`config.mk`:
```
export PLATFORM = sky130hd
export DESIGN_NAME = sprite_rom_arbiter
export DESIGN_NICKNAME = d
export VERILOG_FILES = /design/src/rtl/sprite_pkg.sv /design/src/rtl/rr_arb2.sv /design/src/rtl/sprite_rom_arbiter.sv
export SDC_FILE = /design/constraint.sdc
export NUM_CORES = 1
export LEC_CHECK = 0
export CAP_MARGIN = 5
export CELL_PAD_IN_SITES_DETAIL_PLACEMENT = 1
export CELL_PAD_IN_SITES_GLOBAL_PLACEMENT = 1
export CORE_AREA = 4 4 80 82
export CTS_CLUSTER_DIAMETER = 40
export DETAILED_ROUTE_END_ITERATION = 10
export DIE_AREA = 0 0 84 86
export PLACE_DENSITY_LB_ADDON = 0.1
export SLEW_MARGIN = 10
export SYNTH_ARGS = -nofsm -noshare
export SYNTH_HDL_FRONTEND = slang
export SYNTH_SLANG_ARGS = --single-unit
export TNS_END_PERCENT = 100
```
`constraint.sdc`:
```
create_clock -name clk -period 5 [get_ports clk]
set_clock_uncertainty 0.2 [all_clocks]
set_input_delay 1.5 -clock clk [delete_from_list [all_inputs] [get_ports clk]]
set_output_delay 1.5 -clock clk [all_outputs]
set_load 0.05 [all_outputs]
```
`src/rtl/sprite_pkg.sv`:
```
// Shared definitions for the sprite ROM arbiter.
// Holds the default ROM geometry, the transparency key colour and the
// owner-tag encoding that travels down the read pipeline.
package sprite_pkg;

    localparam int unsigned ADDR_W = 14;
    localparam int unsigned DATA_W = 12;
    localparam logic [11:0] KEY_COLOR = 12'hF0F;

    // Owner encoding; also the bit index of each requester in req/gnt vectors.
    localparam logic TAG_P1 = 1'b0;
    localparam logic TAG_P2 = 1'b1;

    typedef struct packed {
        logic valid;
        logic owner;
    } tag_t;

    function automatic tag_t make_tag(input logic valid, input logic owner);
        tag_t t;
        t.valid = valid;
        t.owner = owner;
        return t;
    endfunction

endpackage

```
`src/rtl/rr_arb2.sv`:
```
// Two-input round-robin arbiter with at most one grant per cycle.
// Ports:
//   clk   - system clock
//   reset - synchronous, active-high; forces gnt to 0 while high
//   req   - request vector, bit 0 = P1, bit 1 = P2
//   gnt   - combinational one-hot (or zero) grant vector
module rr_arb2 (
    input  logic       clk,
    input  logic       reset,
    input  logic [1:0] req,
    output logic [1:0] gnt
);
    import sprite_pkg::*;

    // Requester favoured on contention: the one not granted most recently.
    logic prio_q;

    always_comb begin
        gnt = 2'b00;
        if (!reset) begin
            case (req)
                2'b01:   gnt = 2'b01;
                2'b10:   gnt = 2'b10;
                2'b11:   gnt = (prio_q == TAG_P1) ? 2'b01 : 2'b10;
                default: gnt = 2'b00;
            endcase
        end
    end

    // Pointer only moves on an actual grant, so withdrawn requests leave it alone.
    always_ff @(posedge clk) begin
        if (reset) begin
            prio_q <= TAG_P1;
        end else if (gnt[0]) begin
            prio_q <= TAG_P2;
        end else if (gnt[1]) begin
            prio_q <= TAG_P1;
        end
    end

endmodule

```
`src/rtl/sprite_rom_arbiter.sv`:
```
// Shares one registered-read sprite ROM between the P1 and P2 renderers.
// Round-robin arbitration, one read accepted per cycle, fully pipelined;
// returned pixels are steered back to their owner with a one-cycle valid.
// Optional feature macro: TRANSPARENT_KEY_EN adds pN_rtransp flags that
// mark returned pixels equal to KEY_COLOR.
// Ports:
//   clk, reset                  - clock, synchronous active-high reset
//   pN_req, pN_addr             - requester read request and pixel address
//   pN_gnt                      - request accepted this cycle (combinational)
//   pN_rvalid, pN_rdata         - returned pixel and its valid strobe
//   rom_addr, rom_pixel         - ROM address (registered) and ROM read data
//   pN_rtransp                  - returned pixel is the key colour (feature only)
module sprite_rom_arbiter #(
    parameter int unsigned ADDR_W  = sprite_pkg::ADDR_W,
    parameter int unsigned DATA_W  = sprite_pkg::DATA_W,
    parameter int unsigned ROM_LAT = 1
`ifdef TRANSPARENT_KEY_EN
    ,
    parameter logic [DATA_W-1:0] KEY_COLOR = sprite_pkg::KEY_COLOR
`endif
) (
    input  logic              clk,
    input  logic              reset,
    input  logic              p1_req,
    input  logic [ADDR_W-1:0] p1_addr,
    output logic              p1_gnt,
    output logic              p1_rvalid,
    output logic [DATA_W-1:0] p1_rdata,
    input  logic              p2_req,
    input  logic [ADDR_W-1:0] p2_addr,
    output logic              p2_gnt,
    output logic              p2_rvalid,
    output logic [DATA_W-1:0] p2_rdata,
    output logic [ADDR_W-1:0] rom_addr,
    input  logic [DATA_W-1:0] rom_pixel
`ifdef TRANSPARENT_KEY_EN
    ,
    output logic              p1_rtransp,
    output logic              p2_rtransp
`endif
);
    import sprite_pkg::*;

    logic [1:0] req;
    logic [1:0] gnt;

    assign req = {p2_req, p1_req};

    rr_arb2 u_arb (
        .clk   (clk),
        .reset (reset),
        .req   (req),
        .gnt   (gnt)
    );

    assign p1_gnt = gnt[0];
    assign p2_gnt = gnt[1];

    // Stage 0 sits beside rom_addr; stage ROM_LAT lines up with the pixel on
    // rom_pixel, which is then registered once into the return outputs.
    tag_t [ROM_LAT:0]  tag_q;
    tag_t              tail;
    logic              ret_p1;
    logic              ret_p2;

    logic [ADDR_W-1:0] rom_addr_q;
    logic              p1_rvalid_q;
    logic              p2_rvalid_q;
    logic [DATA_W-1:0] p1_rdata_q;
    logic [DATA_W-1:0] p2_rdata_q;

    assign tail   = tag_q[ROM_LAT];
    assign ret_p1 = tail.valid && (tail.owner == TAG_P1);
    assign ret_p2 = tail.valid && (tail.owner == TAG_P2);

`ifdef TRANSPARENT_KEY_EN
    logic p1_rtransp_q;
    logic p2_rtransp_q;
    logic is_key;

    assign is_key = (rom_pixel == KEY_COLOR);
`endif

    always_ff @(posedge clk) begin
        if (reset) begin
            rom_addr_q  <= '0;
            tag_q       <= '0;
            p1_rvalid_q <= 1'b0;
            p2_rvalid_q <= 1'b0;
            p1_rdata_q  <= '0;
            p2_rdata_q  <= '0;
`ifdef TRANSPARENT_KEY_EN
            p1_rtransp_q <= 1'b0;
            p2_rtransp_q <= 1'b0;
`endif
        end else begin
            // Idle cycles hold the last address.
            if (gnt[0]) begin
                rom_addr_q <= p1_addr;
            end else if (gnt[1]) begin
                rom_addr_q <= p2_addr;
            end

            if (ROM_LAT > 0) begin
                tag_q <= {tag_q[ROM_LAT-1:0], make_tag(|gnt, gnt[1])};
            end

            p1_rvalid_q <= ret_p1;
            p2_rvalid_q <= ret_p2;
            if (ret_p1) begin
                p1_rdata_q <= rom_pixel;
            end
            if (ret_p2) begin
                p2_rdata_q <= rom_pixel;
            end
`ifdef TRANSPARENT_KEY_EN
            p1_rtransp_q <= ret_p1 && is_key;
            p2_rtransp_q <= ret_p2 && is_key;
`endif
        end
    end

    assign rom_addr  = rom_addr_q;
    assign p1_rvalid = p1_rvalid_q;
    assign p2_rvalid = p2_rvalid_q;
    assign p1_rdata  = p1_rdata_q;
    assign p2_rdata  = p2_rdata_q;
`ifdef TRANSPARENT_KEY_EN
    assign p1_rtransp = p1_rtransp_q;
    assign p2_rtransp = p2_rtransp_q;
`endif

endmodule

```
-- After elaboration in Yosys (flattened, before gate mapping)
Index checks and enable logic that the tools add are counted.
- equal/unequal tests: 3
- muxes and demuxes: 7
- bitwise gates (word level): 1
- reductions and logical operators: 4
- operators by type and width (kind ; number):
    $mux 14 ; 2
    $pmux 2 s3 ; 1
    $eq 2x2->1 const B ; 2
    $mux 2 ; 2
    $eq 2x1->1 const B ; 1
    $logic_and 1x1->1 ; 2
    $mux 1 ; 2
    $reduce_bool 2->1 ; 1
    $reduce_or 2->1 ; 1
    $not 1->1 ; 1
- bits in registers: 45
- input port bits: 44
- output and inout port bits: 42
- logic and storage cells: 25

-- Depth between registers and ports, before layout
Gate-level depths: netlist of the first run.
- depth in word-level cells: 5
- depth in mapped cells: 5
- mapped depth without buffers: 3

-- Modules after synthesis
Synthesis of the first run repeated with hierarchy kept, for this count alone.
- cell total of the unflattened synthesis: 188
- area, all modules: 1761.7 sq um
- by module, submodules not included (module ; times used ; cells an instance ; area an instance (sq um) ; seq. area each (sq um)):
    sprite_rom_arbiter ; 1 ; 182 ; 1700.4 ; 880.8
    rr_arb2 ; 1 ; 6 ; 61.3 ; 20.0

-- Least setup slack after synthesis of the first run
No wires, ideal clock.
- path type: input -> output
- from: input reset
- to: output p2_gnt
- arrival time: 2.968 ns
- data required time: 3.300 ns
- path slack: 0.332 ns
- stages on the path: 2
- path buffers: 1
- cell sequence: buf_2 -> nor3b_1
- longest elaborated chain between the ends: 1
- RTL lines (item ; RTL line ; RTL):
    start, declared ; sprite_rom_arbiter.sv:23 ; input logic reset,
    $mux 2 ; rr_arb2.sv:20 ; if (!reset) begin
    end, declared ; sprite_rom_arbiter.sv:31 ; output logic p2_gnt,
No other way between the ends.

-- Worst setup path after layout of the first run
- from: input p1_req
- to: output p2_gnt
- longest elaborated chain between the ends: 3
- elaborated cells on any way between the ends: 5
- classes of those cells: eq/ne: 3; mux: 2
- RTL lines (item ; RTL line ; RTL):
    start, declared ; sprite_rom_arbiter.sv:24 ; input logic p1_req,
    $eq 2x2->1 or $eq 2x1->1 (tied branches) ; rr_arb2.sv:21 ; case (req)
    $pmux 2 s3 (*) ; rr_arb2.sv:21 ;
    $mux 2 (*) ; rr_arb2.sv:20 ;
Every way passes the cells marked *; elsewhere a longest branch is shown, timed or not.

==> results of run 1 <==
-- flip-flops by register name, summed over array words and instances (netlist names) --
signal / flops
p1_rvalid: 1
rom_addr: 14
p1_rdata: 12
tag_q: 4
u_arb.prio_q: 1
p2_rdata: 12
p2_rvalid: 1
-- per-layer routing --
layer	share of wire	GRT usage	wire length (um)	up-vias
met5	0	0	0	-
met4	0.012	0.0570	63	0
met3	0.12	0.0826	623	5
met2	0.43	0.226	2190	66
met1	0.43	0.158	2190	735
li1	-	-	-	814
-- kinds of logic after synthesis --
family | after synthesis
AND/OR/NAND/NOR | 68
flip-flops | 45
AO/OA/AOI/OAI | 50
buffers and inverters | 26
-- cells in the final DEF, fill, tap and decap left out, drive strengths merged, types with 2 or more instances in the layout --
| master | Yosys | final |
|---|---|---|
| a2111oi | 11 | 11 |
| dfxtp | 45 | 45 |
| clkdlybuf4s50 | 0 | 83 |
| nand2 | 50 | 50 |
| a221o | 14 | 14 |
| inv | 11 | 11 |
| and2 | 4 | 4 |
| nor2 | 4 | 4 |
| nor3b | 2 | 2 |
| nor2b | 5 | 5 |
| a21oi | 24 | 24 |
| buf | 4 | 8 |
| clkbuf | 11 | 7 |
-- stage by stage --
step | setup slack [ns] | total power, mW | hold WS (ns)
detailed placement | 0.616 | 0.565 | 0.228
CTS | 0.606 | 0.852 | 0.248
finish | 0.616 | 0.840 | 0.241
global placement | 0.604 | 0.564 | 0.223
floorplan | 0.332 | 0.484 | 0.214
global route | 0.501 | 0.876 | 0.264
-- cell type report --
class | instances | area [sq um]
clock inverter | 1 | 30.0
multi-input combinational | 118 | 661
timing repair buffer | 91 | 916
sequential | 45 | 901
fill | 688 | 3020
clock buffer | 7 | 86.3
tap | 75 | 93.8
inverter | 11 | 41.3
-- where the power goes --
| part | internal [mW] | switching, mW |
|---|---|---|
| logic | 0.0747 | 0.0958 |
| clock network | 0.163 | 0.122 |
| registers | 0.376 | 0.00919 |
| total | 0.613 | 0.227 |
-- final timing paths --
path / end / depth (start not counted)
worst max-delay path: p2_gnt / 4
worst min-delay path: tag_q[2]$_SDFF_PP0_ / 1
worst max register to register: p1_rdata[7]$_SDFFE_PP0P_ / 3
worst min register to register: tag_q[2]$_SDFF_PP0_ / 1
-- worst max-delay path, stage by stage --
cell and delay, ns:
clkdlybuf4s50_1 0.42, nor2b_1 0.17, nor3b_1 0.40, buf_12 0.20
==> metrics.md, run 1 <==
| Metric | Value |
|---|---|
| Non-filler cells, final | `348` |
| Area fraction in and, or, nand and nor cells after synthesis | `0.175` |
| TritonCTS clock tree | `yes` |
| Worst vdd rail ir drop | `0.000159 V` |
| Count of hold-fix buffers inserted at cts | `0` |
| Mapped Cells | `189` |
| Proportion of synthesized area in mux cells | `0` |
| Congestion Overflow GR | `0` |
| Inst Count DP | `340` |
| Number of buffers inserted to repair setup after CTS | `0` |
| Max-slew violation total from the final report | `0` |
| Post-Synthesis Net Count | `233` |
| Capturing element type of the critical path | `output pin` |
| Unrepaired setup endpoints after global routing | `false` |
| Yosys Warn Count | `0` |
| Total power divided by cell area | `308 nW/um^2` |
| Cell area after synthesis | `1680 sq um` |
| Routed wirelength normalized by instance count | `14.6 um` |
| Area share of xor/xnor cells in the synthesized design | `0` |
| Final Core Density | `0.475` |
| Flop and latch count out of synthesis | `45` |
| Final net count | `316` |
| Global routing usage summed across all routing layers | `0.143` |
| Data arrival time of the critical path | `2.68 ns` |
| Sequential element share of the synthesized area | `0.537` |
| Hold violation count in the final report | `0` |
| Compound-gate portion of the synthesized area | `0.219` |
| Remaining DRCs | `0` |
| Most frequent cell after synthesis | `nand2_1` |
| Adder-cell share of the synthesized area | `0` |
| Final HPWL DP | `3690 um` |
| GPL Wtd Cong | `0.710` |
| Post-Route WL | `5070 um` |
| Beginning of the worst hold path | `tag_q[0]$_SDFF_PP0_` |
| Startpoint Class | `input pin` |
| Transition time of the tightest slew-check pin | `0.917 ns` |
| TritonCTS sink count | `45` |
| First-pass DRT Iterations | `4` |
| Remaining antenna violation count after routing | `0` |
| # H-tree levels | `2` |
| Leading cell types by count after synthesis | `nand2_1, dfxtp_1, a21oi_1` |
| Clock input transition at the sequential cells of the worst setup and hold paths | `0.08 ns` |
| Async S/R FF share, synth | `0` |
| Worst reg2reg setup slack | `3.35 ns` |
| Period minus WS final | `4.38 ns` |
| Number of port buffers | `85` |
| Die Y-Extent | `86 um` |
| Run status | `finished clean` |
| Max-capacitance violation count | `0` |
| Highest Clock Rate | `228 MHz` |
| Top cell type's share of synthesized area | `0.537` |
| Final setup vio count | `0` |
| Ys flop type | `dfxtp_1` |
| Area grow syn2layout | `62.8%` |
| Kind of critical path | `in -> out` |
| Drt first-iter violations | `83` |
| Post-Place Cell Area | `2610 sq um` |
| Launching point of the worst reg2reg path | `tag_q[3]$_SDFF_PP0_` |
| Count of inserted antenna diode cells | `0` |
| Die boundary width | `84 um` |
| Post-synth EDFFs | `0` |
| Relative max-transition margin | `0.387` |
| Post-DR vias/cell | `4.66` |
| Layout cell share with drive strength beyond 1 | `0.0586` |
| Pin count of the biggest net entering global routing | `44` |
| Cell type with the highest aggregate area in the netlist | `dfxtp_1` |
| Vias in the first global route | `1653` |
| Die Area | `7220 sq um` |
| Min-Delay Path Class | `reg -> reg` |
| Global-route wire length before repair | `8100 um` |
| Data required time of the worst path | `3.30 ns` |
| Post-synth cell types | `17` |
| CTS root buffer | `clkbuf_8` |
| Number of buffers added by the clock tree synthesis step | `5` |
| Leading post-synthesis cells by cell area | `dfxtp_1, nand2_1, a221o_1` |
| Standard cell core area | `5750 sq um` |
| Main combinational cell family by area after synthesis | `compound AO/OA/AOI/OAI gates` |
| Post-route standard cell area excluding fillers | `2730 sq um` |
| Maximum root-to-sink buffer count | `2` |
| Number of vias in the routed layout | `1620` |
| # resized after CTS | `0` |
| Antenna violations before repair | `0` |
| Setup crit start | `p1_req` |
| Standby leakage power | `1.00 nW` |
| Source-to-sink clock delay at the later pin of the worst-skew pair | `0.29 ns` |
| Total negative setup slack | `0 ns` |
| Mean area per synthesized cell | `8.87 sq um` |
| Initial Utilization | `0.292` |
| Critical Path Fanout Max | `3` |
| Fraction of the cycle the final worst path needs | `0.877` |
| I/O pin count | `86` |
| Standard-cell rows | `28` |
No activity file was read; power rests on OpenSTA's default activity.
==> run 2: changes to the inputs <==
- RECOVER_POWER: not set -> 50
==> run 2 against run 1 <==
The run now ends with max-capacitance violations, max-slew violations left. Non-clock buffer count unchanged. Critical path depth is 1 lower. Critical path type unchanged. Fmax is 0.34% lower.
==> metrics.md, run 2 (synthesis gave the netlist of run 1 again) <==
| Metric | Value |
|---|---|
| Run status | `finished, violations left (was finished clean)` |
| Violations in the final reports | `max-capacitance violations, max-slew violations` |
| Congestion Overflow GR | `0 (unchanged)` |
| Final net count | `316 (unchanged)` |
| GPL Wtd Cong | `0.710 (unchanged)` |
| Standard cell core area | `5750 sq um (unchanged)` |
| Non-filler cells, final | `348 (unchanged)` |
| Data required time of the worst path | `3.30 ns (about the same)` |
| Critical Path Fanout Max | `3 (unchanged)` |
| Global-route wire length before repair | `8100 um (unchanged)` |
| TritonCTS sink count | `45 (unchanged)` |
| Initial Utilization | `0.292 (unchanged)` |
| Post-DR vias/cell | `4.68 (was 4.66)` |
| Kind of critical path | `in -> out (unchanged)` |
| Relative max-transition margin | `-0.190 (was 0.387)` |
| # H-tree levels | `2 (unchanged)` |
| Commonest non-fill, non-tap cells in the layout | `clkdlybuf4s50_1, nand2_1, dfxtp_1 (unchanged)` |
| Routed wirelength normalized by instance count | `14.6 um (about the same)` |
| Inst Count DP | `340 (unchanged)` |
| Count of inserted antenna diode cells | `0 (unchanged)` |
| Max-capacitance violation count | `1 (was 0)` |
| Total negative setup slack | `0 ns (unchanged)` |
| Die boundary width | `84 um (unchanged)` |
| Transition time of the tightest slew-check pin | `1.78 ns (was 0.917 ns)` |
| Multi-input gate area in the final layout | `661 sq um (unchanged)` |
| Global-route met3 utilization | `0.0826 (unchanged)` |
| Final setup vio count | `0 (unchanged)` |
| Most used routing layer | `met2 (unchanged)` |
| Post-Route WL | `5100 um (was 5070 um)` |
| Antenna violations before repair | `0 (unchanged)` |
| Most common library cell in the layout ignoring fill and taps | `clkdlybuf4s50_1 (unchanged)` |
| Total power | `0.838 mW (was 0.840 mW)` |
| Final HPWL DP | `3690 um (unchanged)` |
| Source-to-sink clock delay at the later pin of the worst-skew pair | `0.29 ns (about the same)` |
| Remaining antenna violation count after routing | `0 (unchanged)` |
| Fill count | `687 (was 688)` |
| Layout cell share with drive strength beyond 1 | `0.0549 (was 0.0586)` |
| Drt first-iter violations | `69 (was 83)` |
| Area grow syn2layout | `62.5% (was 62.8%)` |
| Register Area | `901 sq um (unchanged)` |
| Met2 demand-to-capacity share in global routing | `0.226 (unchanged)` |
| I/O pin count | `86 (unchanged)` |
| Unrepaired setup endpoints after global routing | `false (unchanged)` |
| # resized after CTS | `0 (unchanged)` |
| Standard-cell rows | `28 (unchanged)` |
| Max FFs per register | `14 (unchanged)` |
| Fraction of the cycle the final worst path needs | `0.880 (was 0.877)` |
| Vias in the first global route | `1653 (unchanged)` |
| CTS root buffer | `clkbuf_8 (unchanged)` |
| First-pass DRT Iterations | `4 (unchanged)` |
| Period minus WS final | `4.40 ns (was 4.38 ns)` |
| Number of port buffers | `85 (unchanged)` |
| Worst reg2reg setup slack | `3.33 ns (was 3.35 ns)` |
| Maximum root-to-sink buffer count | `2 (unchanged)` |
| Met1 track demand over resource | `0.158 (unchanged)` |
| Standby leakage power | `1.03 nW (was 1.00 nW)` |
| Data arrival time of the critical path | `2.70 ns (was 2.68 ns)` |
| Clock input transition at the sequential cells of the worst setup and hold paths | `0.08 ns (about the same)` |
| Number of buffers inserted to repair setup after CTS | `0 (unchanged)` |
| Highest Clock Rate | `227 MHz (was 228 MHz)` |
| Number of vias in the routed layout | `1629 (was 1620)` |
| Total power divided by cell area | `308 nW/um^2 (about the same)` |
| Hold violation count in the final report | `0 (unchanged)` |
| Die Area | `7220 sq um (unchanged)` |
| Die Y-Extent | `86 um (unchanged)` |
| Global routing usage summed across all routing layers | `0.143 (unchanged)` |
| Startpoint Class | `input pin (unchanged)` |
| Worst vdd rail ir drop | `0.000159 V (about the same)` |
| Min-Delay Path Class | `reg -> reg (unchanged)` |
| Number of buffers added by the clock tree synthesis step | `5 (unchanged)` |
| Count of hold-fix buffers inserted at cts | `0 (unchanged)` |
| Capturing element type of the critical path | `output pin (unchanged)` |
| Max-slew violation total from the final report | `44 (was 0)` |
| TritonCTS clock tree | `yes (unchanged)` |
| Remaining DRCs | `0 (unchanged)` |
| Pin count of the biggest net entering global routing | `44 (unchanged)` |
run 2: changes by cell type in the layout (fill, tap and decap cells not counted):
| cell | change |
|---|---|
| and2_1 | -3 |
| and2_0 | +3 |
| dlygate4sd3_1 | +10 |
| buf_4 | -1 |
| clkdlybuf4s50_1 | -10 |
| clkbuf_1 | +1 |
run 2: final cells by class:
| cell class | count | share of cell area |
|---|---|---|
| clock buffers | 7 | 0.0317 |
| inverters | 11 | 0.0152 |
| multi-input cells | 118 | 0.242 |
| flip-flops and latches | 45 | 0.331 |
| repair buffers | 91 | 0.335 |
| clock inverters | 1 | 0.0110 |
| well taps | 75 | 0.0344 |
run 2: final timing paths:
check / from / end / cells after the start
worst max-delay path: reset / p2_gnt / 3
worst min-delay path: tag_q[0]$_SDFF_PP0_ / tag_q[2]$_SDFF_PP0_ / 1
worst max register to register: tag_q[3]$_SDFF_PP0_ / p1_rdata[7]$_SDFFE_PP0P_ / 3
worst min register to register: tag_q[0]$_SDFF_PP0_ / tag_q[2]$_SDFF_PP0_ / 1
run 2: routing by layer:
metal,routed length (um),vias to the layer above
met1,2200,744
li1,-,814
met5,0,-
met4,63,0
met2,2220,66
met3,619,5
run 2: critical path, cell delays in order:
cell and delay, ns:
dlygate4sd3_1 0.58, nor3b_1 0.42, buf_12 0.20
run 2: per-stage QoR:
step           instance area (sq um)  hold slack (ns)   util  worst slack [ns]
2_1_floorplan                   1680            0.214      -             0.332
3_5_place_dp                    2610            0.228  0.455             0.616
3_3_place_gp                    2610            0.223  0.455             0.604
6_report                        2730            0.241  0.474             0.601
5_1_grt                         2730            0.264  0.474             0.456
4_1_cts                         2730            0.248  0.475             0.606
run 2: where the power goes:
group          switching (mW)  internal (mW)  total [mW]
combinational          0.0958         0.0736       0.169
sequential            0.00913          0.376       0.385
clock                   0.121          0.163       0.284
total                   0.226          0.612       0.838
==> run 3: changes to the inputs <==
- CTS_BUF_LIST: not set -> sky130_fd_sc_hd__clkbuf_16
- PLACE_DENSITY_LB_ADDON: 0.1 -> 0.3
==> run 3 against run 2 <==
Clock-buffer cell count shrank 2. Routed wire length shrank 5.6%. Non-clock buffer count shrank 1. Fmax shrank 1.6%. Via count shrank 0.80%. Core utilization grew 0.22 points. The flow still finishes with violations (max-capacitance violations, max-slew violations). First-iteration DRC count shrank 36%. Worst setup slack lost 0.071 ns. Combinational power is essentially flat. Critical path depth grew 1. Die area is the same. Total power grew 1.8%.
==> metrics.md, run 3 (synthesis gave the netlist of run 1 again) <==
| Metric | Value |
|---|---|
| Run status | `finished, violations left (unchanged)` |
| Violations in the final reports | `max-capacitance violations, max-slew violations (unchanged)` |
| Critical-path cell with the highest stage delay | `clkdlybuf4s50_1 (was dlygate4sd3_1)` |
| Count of hold-fix buffers inserted at cts | `0 (unchanged)` |
| Crit-path max cell delay | `0.55 ns (was 0.58 ns)` |
| GPL Wtd Cong | `0.828 (was 0.710)` |
| Hold violation count in the final report | `0 (unchanged)` |
| Transition time of the tightest slew-check pin | `1.63 ns (was 1.78 ns)` |
| Most used routing layer | `met2 (unchanged)` |
| Global routing usage summed across all routing layers | `0.136 (was 0.143)` |
| Antenna violations before repair | `0 (unchanged)` |
| Multi-input gate area in the final layout | `661 sq um (unchanged)` |
| Data required time of the worst path | `3.30 ns (about the same)` |
| Final net count | `315 (was 316)` |
| Post-Route WL | `4810 um (was 5100 um)` |
| Startpoint Class | `input pin (unchanged)` |
| Maximum root-to-sink buffer count | `2 (unchanged)` |
| Post-DR vias/cell | `4.66 (was 4.68)` |
| Combined buffer and inverter count along the critical path | `2 (unchanged)` |
| Total power | `0.854 mW (was 0.838 mW)` |
| Fill count | `670 (was 687)` |
| Final HPWL DP | `3610 um (was 3690 um)` |
| Clock input transition at the sequential cells of the worst setup and hold paths | `0.06 ns (was 0.08 ns)` |
| Count of inserted antenna diode cells | `0 (unchanged)` |
| Number of cells on the critical path | `4 (was 3)` |
| Kind of critical path | `in -> out (unchanged)` |
| # resized after CTS | `0 (unchanged)` |
| Max-capacitance violation count | `1 (unchanged)` |
| Register-to-Register Path Depth | `4 (was 3)` |
| Die boundary width | `84 um (unchanged)` |
| Vias in the first global route | `1594 (was 1653)` |
| Initial Utilization | `0.292 (unchanged)` |
| First-pass DRT Iterations | `4 (unchanged)` |
| Global-route met3 utilization | `0.0624 (was 0.0826)` |
| Final Core Density | `0.476 (was 0.474)` |
| Critical Path, Cell by Cell | `clkdlybuf4s50_1, nand2_1, and3b_1, buf_12 (was dlygate4sd3_1, nor3b_1, buf_12)` |
| Min-Delay Path Class | `reg -> reg (unchanged)` |
| TritonCTS sink count | `45 (unchanged)` |
| Critical Path Fanout Max | `12 (was 3)` |
| # H-tree levels | `2 (unchanged)` |
| I/O pin count | `86 (unchanged)` |
| Die Area | `7220 sq um (unchanged)` |
| Met1 track demand over resource | `0.163 (was 0.158)` |
| Number of vias in the routed layout | `1616 (was 1629)` |
| Standard cell core area | `5750 sq um (unchanged)` |
| Unrepaired setup endpoints after global routing | `false (unchanged)` |
| Remaining antenna violation count after routing | `0 (unchanged)` |
| Commonest non-fill, non-tap cells in the layout | `clkdlybuf4s50_1, nand2_1, dfxtp_1 (unchanged)` |
| Max-slew violation total from the final report | `40 (was 44)` |
| Period minus WS final | `4.47 ns (was 4.40 ns)` |
| Drt first-iter violations | `44 (was 69)` |
| Total power divided by cell area | `312 nW/um^2 (was 308 nW/um^2)` |
| Post-route standard cell area excluding fillers | `2740 sq um (was 2730 sq um)` |
| Pin count of the biggest net entering global routing | `40 (was 44)` |
| Global-route wire length before repair | `7940 um (was 8100 um)` |
| Congestion Overflow GR | `0 (unchanged)` |
| Hold path cells | `1 (unchanged)` |
| Number of buffers inserted to repair setup after CTS | `0 (unchanged)` |
| Standard-cell rows | `28 (unchanged)` |
| Source-to-sink clock delay at the later pin of the worst-skew pair | `0.28 ns (was 0.29 ns)` |
| Post-Place Cell Area | `2610 sq um (about the same)` |
| Area grow syn2layout | `63.3% (was 62.5%)` |
| Relative max-transition margin | `-0.0866 (was -0.190)` |
| Capturing element type of the critical path | `output pin (unchanged)` |
| Routed wirelength normalized by instance count | `13.9 um (was 14.6 um)` |
| Remaining DRCs | `0 (unchanged)` |
| Final setup vio count | `0 (unchanged)` |
| Cell family with the largest share of critical-path delay | `buffers and inverters (unchanged)` |
| Number of buffers added by the clock tree synthesis step | `5 (unchanged)` |
| Fraction of the cycle the final worst path needs | `0.894 (was 0.880)` |
| Layout cell share with drive strength beyond 1 | `0.0441 (was 0.0549)` |
| Most common library cell in the layout ignoring fill and taps | `clkdlybuf4s50_1 (unchanged)` |
| Data arrival time of the critical path | `2.77 ns (was 2.70 ns)` |
| TritonCTS clock tree | `yes (unchanged)` |
| Final hold slack | `0.232 ns (was 0.241 ns)` |
| Worst vdd rail ir drop | `0.000143 V (was 0.000159 V)` |
| Total negative setup slack | `0 ns (unchanged)` |
| Max FFs per register | `14 (unchanged)` |
| Die Y-Extent | `86 um (unchanged)` |
| Highest Clock Rate | `224 MHz (was 227 MHz)` |
| Number of port buffers | `85 (unchanged)` |
| Standby leakage power | `1.05 nW (was 1.03 nW)` |
| Met2 demand-to-capacity share in global routing | `0.221 (was 0.226)` |
| Register Area | `901 sq um (unchanged)` |
| CTS root buffer | `clkbuf_16 (was clkbuf_8)` |
[run 3: per-layer routing]
metal  wire, um  vias up
li1           -      815
met1       2090      729
met2       2150       65
met3        510        7
met4         59        0
met5          0        -
[run 3: path summary, 6_finish.rpt]
path                                                  to                      start  slack (ns)
worst max register to register  rom_addr[1]$_SDFFE_PP0P_  u_arb.prio_q$_SDFFE_PP0P_        3.24
worst min-delay path                 tag_q[3]$_SDFF_PP0_        tag_q[1]$_SDFF_PP0_        0.23
worst max-delay path                              p1_gnt                     p2_req        0.53
worst min register to register       tag_q[3]$_SDFF_PP0_        tag_q[1]$_SDFF_PP0_        0.23
[run 3: area by class of cell]
class                           count  share of cell area
Inverter                           11              0.0151
Sequential cell                    45               0.329
Timing Repair Buffer               90               0.330
Multi-Input combinational cell    118               0.241
Clock inverter                      3             0.00411
Clock buffer                        5              0.0457
Tap cell                           75              0.0343
[run 3: report_power, final]
group / internal [mW] / switching, mW / leakage [nW]
combinational: 0.0728 / 0.0950 / 0.606
sequential: 0.376 / 0.00878 / 0.369
clock: 0.179 / 0.122 / 0.0776
[run 3: through the flow]
| step | setup WS, ns | instances |
|---|---|---|
| 3_3_place_gp | 0.590 | 339 |
| 2_1_floorplan | 0.332 | 189 |
| 3_5_place_dp | 0.555 | 339 |
| 4_1_cts | 0.547 | 347 |
| 6_report | 0.530 | 347 |
| 5_1_grt | 0.468 | 347 |
